===== src/rtl/result_packet_tx_pkg.sv =====
// Shared types and constants for the result packet transmitter.
// RESULT_TX_CHECKSUM_EN adds the CSUM state for the XOR trailer byte.
package result_packet_tx_pkg;

  // Opcode as defined by the model manager.
  typedef logic [7:0] opcode_t;

  localparam logic [7:0] HdrByteDefault = 8'hA5;

  // Byte offsets of the packet fields.
  localparam int unsigned OffHdr     = 0;
  localparam int unsigned OffOpc     = 1;
  localparam int unsigned OffLen     = 2;
  localparam int unsigned LenBytes   = 4;
  localparam int unsigned OffPayload = OffLen + LenBytes;

  typedef enum logic [2:0] {
    StIdle,
    StHdr,
    StOpc,
    StLen,
    StFetch,
    StData,
`ifdef RESULT_TX_CHECKSUM_EN
    StCsum,
`endif
    StFin
  } result_tx_state_t;

  // Inclusive region size; an inverted region is empty.
  function automatic logic [32:0] word_count(input logic [31:0] first, input logic [31:0] last);
    if (last >= first) begin
      return {1'b0, last} - {1'b0, first} + 33'd1;
    end
    return '0;
  endfunction

endpackage


===== src/rtl/result_packet_tx_if.sv =====
// Request, memory-read and byte-stream signals of the result packet transmitter.
// master is the transmitter's view, slave the surrounding logic's view.
interface result_packet_tx_if #(
  parameter int unsigned ADDR_W = 26
) ();
  import result_packet_tx_pkg::*;

  logic              send_req;
  opcode_t           send_opcode;
  logic [ADDR_W-1:0] send_begin;
  logic [ADDR_W-1:0] send_end;
  logic              send_ack;
  logic              busy;
  logic              send_done;

  logic              mem_rd_req;
  logic [ADDR_W-1:0] mem_addr;
  logic              mem_rd_valid;
  logic [31:0]       mem_rd_data;

  logic [7:0]        tx_data;
  logic              tx_valid;
  logic              tx_ready;

  modport master (
    input  send_req, send_opcode, send_begin, send_end, mem_rd_valid, mem_rd_data, tx_ready,
    output send_ack, busy, send_done, mem_rd_req, mem_addr, tx_data, tx_valid
  );

  modport slave (
    output send_req, send_opcode, send_begin, send_end, mem_rd_valid, mem_rd_data, tx_ready,
    input  send_ack, busy, send_done, mem_rd_req, mem_addr, tx_data, tx_valid
  );

endinterface


===== src/rtl/result_packet_tx_tx_byte_serializer.sv =====
// Byte serializer: holds a 32-bit word or a single byte and shifts it out MSB-first
// under a valid/ready handshake.
module tx_byte_serializer (
  input  logic        clk,
  input  logic        rst_l,
  input  logic        load_word_i,
  input  logic        load_byte_i,
  input  logic [31:0] word_i,
  input  logic [7:0]  byte_i,
  input  logic        ready_i,
  output logic [7:0]  data_o,
  output logic        valid_o,
  output logic        xfer_o,
  output logic        last_o
);

  logic [31:0] shift_q, shift_d;
  logic [1:0]  cnt_q, cnt_d;     // bytes remaining after the current one
  logic        valid_q, valid_d;

  assign data_o  = shift_q[31:24];
  assign valid_o = valid_q;
  assign xfer_o  = valid_q & ready_i;
  assign last_o  = (cnt_q == 2'd0);

  // A load wins over the final transfer so back-to-back fields stream without a gap.
  always_comb begin
    shift_d = shift_q;
    cnt_d   = cnt_q;
    valid_d = valid_q;
    if (load_word_i) begin
      shift_d = word_i;
      cnt_d   = 2'd3;
      valid_d = 1'b1;
    end else if (load_byte_i) begin
      shift_d = {byte_i, 24'h0};
      cnt_d   = 2'd0;
      valid_d = 1'b1;
    end else if (xfer_o) begin
      if (cnt_q == 2'd0) begin
        valid_d = 1'b0;
      end else begin
        shift_d = {shift_q[23:0], 8'h0};
        cnt_d   = cnt_q - 2'd1;
      end
    end
  end

  always_ff @(posedge clk or negedge rst_l) begin
    if (!rst_l) begin
      shift_q <= '0;
      cnt_q   <= '0;
      valid_q <= 1'b0;
    end else begin
      shift_q <= shift_d;
      cnt_q   <= cnt_d;
      valid_q <= valid_d;
    end
  end

endmodule


===== src/rtl/result_packet_tx.sv =====
// Reads an output memory region word by word and frames it as a result packet byte stream.
// Define RESULT_TX_CHECKSUM_EN to append an XOR checksum byte over the payload.
module result_packet_tx
  import result_packet_tx_pkg::*;
#(
  parameter int unsigned ADDR_W   = 26,
  parameter int unsigned DATA_W   = 32,
  parameter logic [7:0]  HDR_BYTE = HdrByteDefault
) (
  input logic                clk,
  input logic                rst_l,
  result_packet_tx_if.master pkt_io
);

  result_tx_state_t  state_q, state_d;
  opcode_t           opcode_q, opcode_d;
  logic [ADDR_W-1:0] addr_q, addr_d;
  logic [ADDR_W:0]   words_q, words_d;
  logic              ack_q;

  logic              capture;
  logic              ser_load_word, ser_load_byte;
  logic [31:0]       ser_word;
  logic [7:0]        ser_byte;
  logic [7:0]        ser_data;
  logic              ser_valid, ser_xfer, ser_last;
  logic [DATA_W-1:0] rd_word;

`ifdef RESULT_TX_CHECKSUM_EN
  logic [7:0] csum_q, csum_d;
`endif

  assign capture = (state_q == StIdle) && pkt_io.send_req;
  assign rd_word = pkt_io.mem_rd_data;

  always_comb begin
    state_d       = state_q;
    opcode_d      = opcode_q;
    addr_d        = addr_q;
    words_d       = words_q;
    ser_load_word = 1'b0;
    ser_load_byte = 1'b0;
    ser_word      = '0;
    ser_byte      = '0;
    pkt_io.mem_rd_req = 1'b0;
`ifdef RESULT_TX_CHECKSUM_EN
    csum_d        = csum_q;
`endif
    unique case (state_q)
      StIdle: begin
        if (capture) begin
          opcode_d      = pkt_io.send_opcode;
          addr_d        = pkt_io.send_begin;
          words_d       = (ADDR_W + 1)'(word_count(32'(pkt_io.send_begin), 32'(pkt_io.send_end)));
          ser_load_byte = 1'b1;
          ser_byte      = HDR_BYTE;
          state_d       = StHdr;
`ifdef RESULT_TX_CHECKSUM_EN
          csum_d        = '0;
`endif
        end
      end
      StHdr: begin
        if (ser_xfer) begin
          ser_load_byte = 1'b1;
          ser_byte      = opcode_q;
          state_d       = StOpc;
        end
      end
      StOpc: begin
        if (ser_xfer) begin
          ser_load_word = 1'b1;
          ser_word      = 32'(words_q);
          state_d       = StLen;
        end
      end
      StLen: begin
        if (ser_xfer && ser_last) begin
          if (words_q != '0) begin
            state_d = StFetch;
          end else begin
`ifdef RESULT_TX_CHECKSUM_EN
            ser_load_byte = 1'b1;
            ser_byte      = csum_q;
            state_d       = StCsum;
`else
            state_d       = StFin;
`endif
          end
        end
      end
      StFetch: begin
        pkt_io.mem_rd_req = 1'b1;
        if (pkt_io.mem_rd_valid) begin
          ser_load_word = 1'b1;
          ser_word      = 32'(rd_word);
          state_d       = StData;
        end
      end
      StData: begin
        if (ser_xfer) begin
`ifdef RESULT_TX_CHECKSUM_EN
          csum_d = csum_q ^ ser_data;
`endif
          if (ser_last) begin
            words_d = words_q - 1'b1;
            if (words_d != '0) begin
              addr_d  = addr_q + 1'b1;
              state_d = StFetch;
            end else begin
`ifdef RESULT_TX_CHECKSUM_EN
              ser_load_byte = 1'b1;
              ser_byte      = csum_d;
              state_d       = StCsum;
`else
              state_d       = StFin;
`endif
            end
          end
        end
      end
`ifdef RESULT_TX_CHECKSUM_EN
      StCsum: begin
        if (ser_xfer) begin
          state_d = StFin;
        end
      end
`endif
      StFin:   state_d = StIdle;
      default: state_d = StIdle;
    endcase
  end

  always_ff @(posedge clk or negedge rst_l) begin
    if (!rst_l) begin
      state_q  <= StIdle;
      opcode_q <= '0;
      addr_q   <= '0;
      words_q  <= '0;
      ack_q    <= 1'b0;
    end else begin
      state_q  <= state_d;
      opcode_q <= opcode_d;
      addr_q   <= addr_d;
      words_q  <= words_d;
      ack_q    <= capture;
    end
  end

`ifdef RESULT_TX_CHECKSUM_EN
  always_ff @(posedge clk or negedge rst_l) begin
    if (!rst_l) begin
      csum_q <= '0;
    end else begin
      csum_q <= csum_d;
    end
  end
`endif

  tx_byte_serializer u_ser (
    .clk         (clk),
    .rst_l       (rst_l),
    .load_word_i (ser_load_word),
    .load_byte_i (ser_load_byte),
    .word_i      (ser_word),
    .byte_i      (ser_byte),
    .ready_i     (pkt_io.tx_ready),
    .data_o      (ser_data),
    .valid_o     (ser_valid),
    .xfer_o      (ser_xfer),
    .last_o      (ser_last)
  );

  assign pkt_io.tx_data   = ser_data;
  assign pkt_io.tx_valid  = ser_valid;
  assign pkt_io.send_ack  = ack_q;
  assign pkt_io.busy      = (state_q != StIdle) && (state_q != StFin);
  assign pkt_io.send_done = (state_q == StFin);
  assign pkt_io.mem_addr  = addr_q;

endmodule


===== src/flat_wrapper.sv =====
// flat-port wrapper written by rule: the top's interface ports become plain ports
module result_packet_tx_flat import result_packet_tx_pkg::*;
#(
  parameter int unsigned ADDR_W   = 26,
  parameter int unsigned DATA_W   = 32,
  parameter logic [7:0]  HDR_BYTE = HdrByteDefault
)
  (clk, rst_l, pkt_io_send_req, pkt_io_send_opcode, pkt_io_send_begin, pkt_io_send_end, pkt_io_mem_rd_valid, pkt_io_mem_rd_data, pkt_io_tx_ready, pkt_io_send_ack, pkt_io_busy, pkt_io_send_done, pkt_io_mem_rd_req, pkt_io_mem_addr, pkt_io_tx_data, pkt_io_tx_valid);
  result_packet_tx_if #(.ADDR_W(ADDR_W)) pkt_io_i ();
  input logic clk;
  input logic rst_l;
  input wire logic [$bits(pkt_io_i.send_req)-1:0] pkt_io_send_req;
  input wire logic [$bits(pkt_io_i.send_opcode)-1:0] pkt_io_send_opcode;
  input wire logic [$bits(pkt_io_i.send_begin)-1:0] pkt_io_send_begin;
  input wire logic [$bits(pkt_io_i.send_end)-1:0] pkt_io_send_end;
  input wire logic [$bits(pkt_io_i.mem_rd_valid)-1:0] pkt_io_mem_rd_valid;
  input wire logic [$bits(pkt_io_i.mem_rd_data)-1:0] pkt_io_mem_rd_data;
  input wire logic [$bits(pkt_io_i.tx_ready)-1:0] pkt_io_tx_ready;
  output wire logic [$bits(pkt_io_i.send_ack)-1:0] pkt_io_send_ack;
  output wire logic [$bits(pkt_io_i.busy)-1:0] pkt_io_busy;
  output wire logic [$bits(pkt_io_i.send_done)-1:0] pkt_io_send_done;
  output wire logic [$bits(pkt_io_i.mem_rd_req)-1:0] pkt_io_mem_rd_req;
  output wire logic [$bits(pkt_io_i.mem_addr)-1:0] pkt_io_mem_addr;
  output wire logic [$bits(pkt_io_i.tx_data)-1:0] pkt_io_tx_data;
  output wire logic [$bits(pkt_io_i.tx_valid)-1:0] pkt_io_tx_valid;
  assign pkt_io_i.send_req = pkt_io_send_req;
  assign pkt_io_i.send_opcode = pkt_io_send_opcode;
  assign pkt_io_i.send_begin = pkt_io_send_begin;
  assign pkt_io_i.send_end = pkt_io_send_end;
  assign pkt_io_i.mem_rd_valid = pkt_io_mem_rd_valid;
  assign pkt_io_i.mem_rd_data = pkt_io_mem_rd_data;
  assign pkt_io_i.tx_ready = pkt_io_tx_ready;
  assign pkt_io_send_ack = pkt_io_i.send_ack;
  assign pkt_io_busy = pkt_io_i.busy;
  assign pkt_io_send_done = pkt_io_i.send_done;
  assign pkt_io_mem_rd_req = pkt_io_i.mem_rd_req;
  assign pkt_io_mem_addr = pkt_io_i.mem_addr;
  assign pkt_io_tx_data = pkt_io_i.tx_data;
  assign pkt_io_tx_valid = pkt_io_i.tx_valid;
  result_packet_tx #(.ADDR_W(ADDR_W), .DATA_W(DATA_W), .HDR_BYTE(HDR_BYTE)) u_core (.clk(clk), .rst_l(rst_l), .pkt_io(pkt_io_i));
endmodule

===== config.mk =====
export PLATFORM = sky130hd
export DESIGN_NAME = result_packet_tx_flat
export DESIGN_NICKNAME = d
export VERILOG_FILES = /design/src/rtl/result_packet_tx_pkg.sv /design/src/rtl/result_packet_tx_if.sv /design/src/rtl/result_packet_tx_tx_byte_serializer.sv /design/src/rtl/result_packet_tx.sv /design/src/flat_wrapper.sv
export SDC_FILE = /design/constraint.sdc
export NUM_CORES = 1
export LEC_CHECK = 0
export CORE_ASPECT_RATIO = 0.7
export CORE_MARGIN = 2
export CORE_UTILIZATION = 40
export CTS_CLUSTER_DIAMETER = 120
export DETAILED_ROUTE_END_ITERATION = 12
export MAX_ROUTING_LAYER = met4
export SYNTH_ARGS = -nofsm -noshare
export SYNTH_HDL_FRONTEND = slang
export SYNTH_HIERARCHICAL = 1
export SYNTH_SLANG_ARGS = --single-unit

===== constraint.sdc =====
create_clock -name clk -period 8.5 [get_ports clk]
set_clock_uncertainty 0.05 [all_clocks]
set_input_delay 2.55 -clock clk [delete_from_list [all_inputs] [get_ports clk]]
set_output_delay 2.55 -clock clk [all_outputs]
set_load 0.01 [all_outputs]

# [Word-level counts from Yosys, hierarchy flattened]
# Index checks and enable logic that the tools add are counted.
[op_classes] addsub=5 n_lt_le_gt_ge=1 n_eq_ne=16 n_mux=48 n_bitwise=1 n_reduce_logical=17
[ops] op="$mux W27" count=6
[ops] op="$mux W32" count=5
[ops] op="$mux W26" count=4
[ops] op="$pmux W32 S2" count=1
[ops] op="$pmux W27 S2" count=1
[ops] op="$reduce_bool A27 Y1" count=2
[ops] op="$pmux W26 S2" count=1
[ops] op="$add A27 B1 Y27 const B" count=1
[ops] op="$sub A26 B26 Y27" count=1
[ops] op="$sub A27 B1 Y27 const B" count=1
[ops] op="$add A26 B1 Y26 const B" count=1
[ops] op="$ge A26 B26 Y1" count=1
[ops] op="$mux W3" count=7
[ops] op="$pmux W3 S6" count=1
[ops] op="$mux W8" count=2
[ops] op="$pmux W8 S2" count=1
[ops] op="$ne A2 B1 Y1 const B" count=7
[ops] op="$mux W2" count=6
[ops] op="$mux W1" count=11
[ops] op="$eq A3 B3 Y1 const B" count=3
[ops] op="$reduce_bool A3 Y1" count=3
[ops] op="$reduce_and A7 Y1" count=1
[ops] op="$eq A3 B2 Y1 const B" count=2
[ops] op="$reduce_and A2 Y1" count=3
[ops] op="13 further kinds" count=16
[word_totals] regBits=100 in_bits=97

# [Depth between registers and ports, before layout]
[depth] word_depth=7 depth_mapped=15

# [Modules after synthesis]
# The synthesis kept the hierarchy.
[by_module_without_submodules] mod="result_packet_tx" instances=1 cells_per_inst=858 area_each_um2=6638.9 seq_area_each_um2=1626.6
[by_module_without_submodules] mod="tx_byte_serializer" instances=1 cells_per_inst=151 area_each_um2=1727.9 seq_area_each_um2=875.8

# [Worst setup path before layout]
# No wires, ideal clock.
[synth_path] path_kind="input port to flip-flop" start="input port pkt_io_send_begin[16]" end="register u_core.words_q[26]" setup_time_ns=0.136 arrival_ns=4.854 path_slack_ns=3.460 stages=12 path_cell_list="inv_1 ha_1 inv_1 fa_1 clkbuf_1 nor2_1 a311o_1 a221oi_1 o21ai_0 a211oi_1 xnor2_1 o21ai_0"
[synth_via] elab_chain_cells=7
[synth_lines] element="start, declared" line="flat_wrapper.sv:14" rtl="input wire logic [$bits(pkt_io_i.send_begin)-1:0] pkt_io_send_begin;"
[synth_lines] element="parallel branches: the longest is 4 deep, another holds $sub A26 B26 Y27"
[synth_lines] element="$mux W27 *" line="result_packet_tx_pkg.sv:35" rtl="return '0;"
[synth_lines] element="$mux W27 *" line="result_packet_tx.sv:51" rtl="if (capture) begin"
[synth_lines] element="$pmux W27 S2 *" line="result_packet_tx.sv:49" rtl="unique case (state_q)"
[synth_lines] element="end signal, assigned" line="result_packet_tx.sv:145" rtl="words_q <= words_d;"
[synth_lines] element="end, declared" line="result_packet_tx.sv:18" rtl="logic [ADDR_W:0] words_q, words_d;"
# Every way passes the cells marked *. The select of a mux whose other input is x is not followed.
# A chain may end at the register's enable or synchronous reset.

# [Final worst setup path]
[layout_path] start="input port pkt_io_mem_rd_valid" end="register u_core.u_ser.shift_q[2]"
[layout_via] elab_chain_cells=4
[layout_lines] element="start, declared" line="flat_wrapper.sv:16" rtl="input wire logic [$bits(pkt_io_i.mem_rd_valid)-1:0] pkt_io_mem_rd_valid;"
[layout_lines] element="$mux W1 *" line="result_packet_tx.sv:94" rtl="if (pkt_io.mem_rd_valid) begin"
[layout_lines] element="$pmux W1 S2 *" line="result_packet_tx.sv:49"
[layout_lines] element="net u_core.ser_load_word" line="result_packet_tx.sv:22" rtl="logic ser_load_word, ser_load_byte;"
[layout_lines] element="$ne A3 B1 Y1 (no line) / $reduce_bool A3 Y1 (equally long branches)"
[layout_lines] element="$reduce_and A2 Y1 (no line)"
[layout_lines] element="end signal, assigned" line="result_packet_tx_tx_byte_serializer.sv:55" rtl="shift_q <= shift_d;"
[layout_lines] element="end, declared" line="result_packet_tx_tx_byte_serializer.sv:17" rtl="logic [31:0] shift_q, shift_d;"
# The timed path passes the listed nets; every way through them passes the cells marked *.

==> run_results.csv <==
group,metric,value,unit
worst_setup_path,crit_required,8.70,ns
synth,ys_top_cells_by_count,"nand2_1 (110), dfrtp_1 (100), a21oi_1 (90)",
power_and_ir_drop,power,2.42,mW
placement,placedInstanceArea,0.00976,mm^2
synth,synth_cell_types,71,
global_routing,antenna_found_initial,0,
placement,dp_cells,1363,
floorplan,die_area,0.0221,mm^2
worst_setup_path,endpoint_kind,"register",
clock_tree,clk_pin_slew_worst_paths,0.08,ns
global_routing,grt_usage,0.234,
worst_setup_path,crit_fanout,38,
clock_tree,h-tree-depth,3,
floorplan,die_h,125,um
synth,syn_nets,1176,
worst_setup_path,cp.arrival,6.02,ns
placement,gp_congestion,0.880,
route,vias,7882,
synth,syn_avg_cell_area,8.29,um^2
synth,yosysSeqAreaShare,0.299,
timing,worst_pin_slew,1.04,ns
timing,setup_tns,0,ns
global_routing,grt_overflow_total,0,
floorplan,start_util,0.405,
synth,syn_inst,1009,
clock_tree,clkSinkCount,100,
timing,finalCriticalPeriod,5.82,ns
route,drt-initial-drc-count,768,
timing,maxSlewHeadroom,0.308,
clock_tree,clock_latency,0.36,ns
synth,yosys.area.top_type,"dfrtp_1",
floorplan,std_cell_rows,44,
worst_setup_path,start_kind,"input port",
clock_tree,clock_path_buffers,2,
synth,synth_ff_type,"dfrtp_1",
placement,port_buffers,135,
clock_tree,cts_root_buf,"clkbuf_16",
layout,layout.nets,1265,
synth,syn_area,0.00837,mm^2
layout,drive_above_1_share,0.0499,
layout,post-route-util,0.487,
synth,synth_top_area_frac,0.299,
power_and_ir_drop,p_per_area,241,mW/mm^2
route,wirelength,24800,um
global_routing,grt_pass1_vias,7341,
outcome,status,"finished, final reports clean",
timing,rsz0062_at_grt,"false",
route,dr.pass1.iters,5,
timing,hold_slack,0.461,ns
timing,fmax,0.172,GHz
worst_setup_path,reg2reg_slack,4.22,ns
layout,fin_cells,1379,
placement,hpwlAfterDp,18100,um
route,ant_nets,0,
timing,drv_slew,0,
timing,finalSetupViolCount,0,
timing,hold_violations,0,
floorplan,core_region_area,0.0206,mm^2
floorplan,die_w,177,um
power_and_ir_drop,power_leakage,4.38,nW
clock_tree,cts_buffers,9,
clock_tree,cts-resized-gates,0,
route,wl_per_cell,18.0,um
worst_setup_path,path_class,"input port to register",
layout,syn2layout_area_growth,20.2,%
global_routing,grt_pass1_wl,40100,um
synth,ys_ff_latch,100,
layout,design_area,0.0101,mm^2
clock_tree,hold_buffers,0,
route,avgViaCountPerCell,5.72,
synth,synthArstFlopShare,1.00,
synth,post-synth-top-count-cell,"nand2_1",
job,max_cap_violations,0,
floorplan,ios,136,
route,drc_errors,0,
timing,period_share,0.685,
hold_path,hold_path.class,"register to register",
clock_tree,cts_tree,"done",
clock_tree,post_cts_buffers,0,
synth,synth_edf_count,0,
layout,antenna_cells,0,
timing,finalWorstSetupSlack,2.68,ns
global_routing,grt_max_degree,69,
synth,yosysWarnings,6,
synth,synth_area_leaders,"dfrtp_1 (30%), ha_1 (8.5%), a21oi_1 (5.4%), nand2_1 (4.9%), o21ai_0 (4.2%)",
placement,pre_cts_slack,2.36,ns
power_and_ir_drop,vdd_drop_max,117,uV
## final timing paths
kind                                startpoint                        end  depth (start not counted)
max                        pkt_io_mem_rd_valid    u_core/u_ser/shift_q[2]                          6
max reg2reg                  u_core/state_q[1]    u_core/u_ser/shift_q[2]                          7
min                         u_core/opcode_q[4]         u_core/opcode_q[4]                          1
min in group asynchronous                rst_l  u_core/pkt_io.mem_addr[2]                          1
max in group asynchronous                rst_l   u_core/u_ser/shift_q[14]                          2
min reg2reg                 u_core/opcode_q[4]         u_core/opcode_q[4]                          1
## registers in the layout (all words and copies together), names as in the netlist
register and count:
u_core/words_q 27, u_core/u_ser/cnt_q 2, u_core/pkt_io.mem_addr 26, u_core/u_ser/valid_o 1, u_core/u_ser/shift_q 32, u_core/opcode_q 8, u_core/state_q 3, u_core/pkt_io.send_ack 1
## cell families after synthesis
kind of cell             count (synthesis)  share of synthesized area
multiplexers                            35                     0.0431
XOR/XNOR                                28                     0.0293
flip-flops                             100                      0.299
adder cells (fa/ha/maj)                 70                      0.116
AO/OA/AOI/OAI                          320                      0.251
AND/OR/NAND/NOR                        323                      0.187
buffers and inverters                  133                     0.0748
## critical path: stages
cell	delay [ns]
clkdlybuf4s50_1	0.64
and2_1	0.87
or2_2	0.73
or2_1	0.80
nor2b_4	0.14
a22o_2	0.25
## per-layer routing
layer / routed length, um / up-vias / global-route usage
met1: 12800 / 3824 / 0.362
met2: 10300 / 228 / 0.320
met5: 0 / - / -
met4: 115 / 0 / 0.0277
li1: - / 3821 / -
met3: 1580 / 9 / 0.0462
## cells in the final DEF (no fill, tap or decap), drive strengths merged, types with 8 or more instances in the layout
cell	n
nor2b	12
nand2	110
a21o	14
a31oi	17
mux2i	27
and2	13
clkbuf	9
and3	16
a21oi	90
inv	69
o211ai	8
nor2	68
nor3	22
nand2b	14
o221ai	10
ha	57
o22ai	12
fa	13
a22o	37
o21ai	74
clkdlybuf4s50	134
nand3	25
mux2	8
xnor2	22
dfrtp	100
buf	12
nor4	8
## power by group
part / internal, mW / leakage, nW / total [mW] / switching, mW
sequential: 0.648 / 1.29 / 0.858 / 0.210
combinational: 0.521 / 2.94 / 1.14 / 0.615
clock: 0.207 / 0.145 / 0.425 / 0.218
total: 1.38 / 4.38 / 2.42 / 1.04
## layout make-up
class	count	area, um^2
clock buffer	9	225
sequential	100	2500
inverter	65	244
fill	2022	10600
tap	276	345
timing repair buffer	146	1430
multi-input combinational	776	5240
clock inverter	7	67.6
Note: power is estimated with default switching activity, not from simulation.
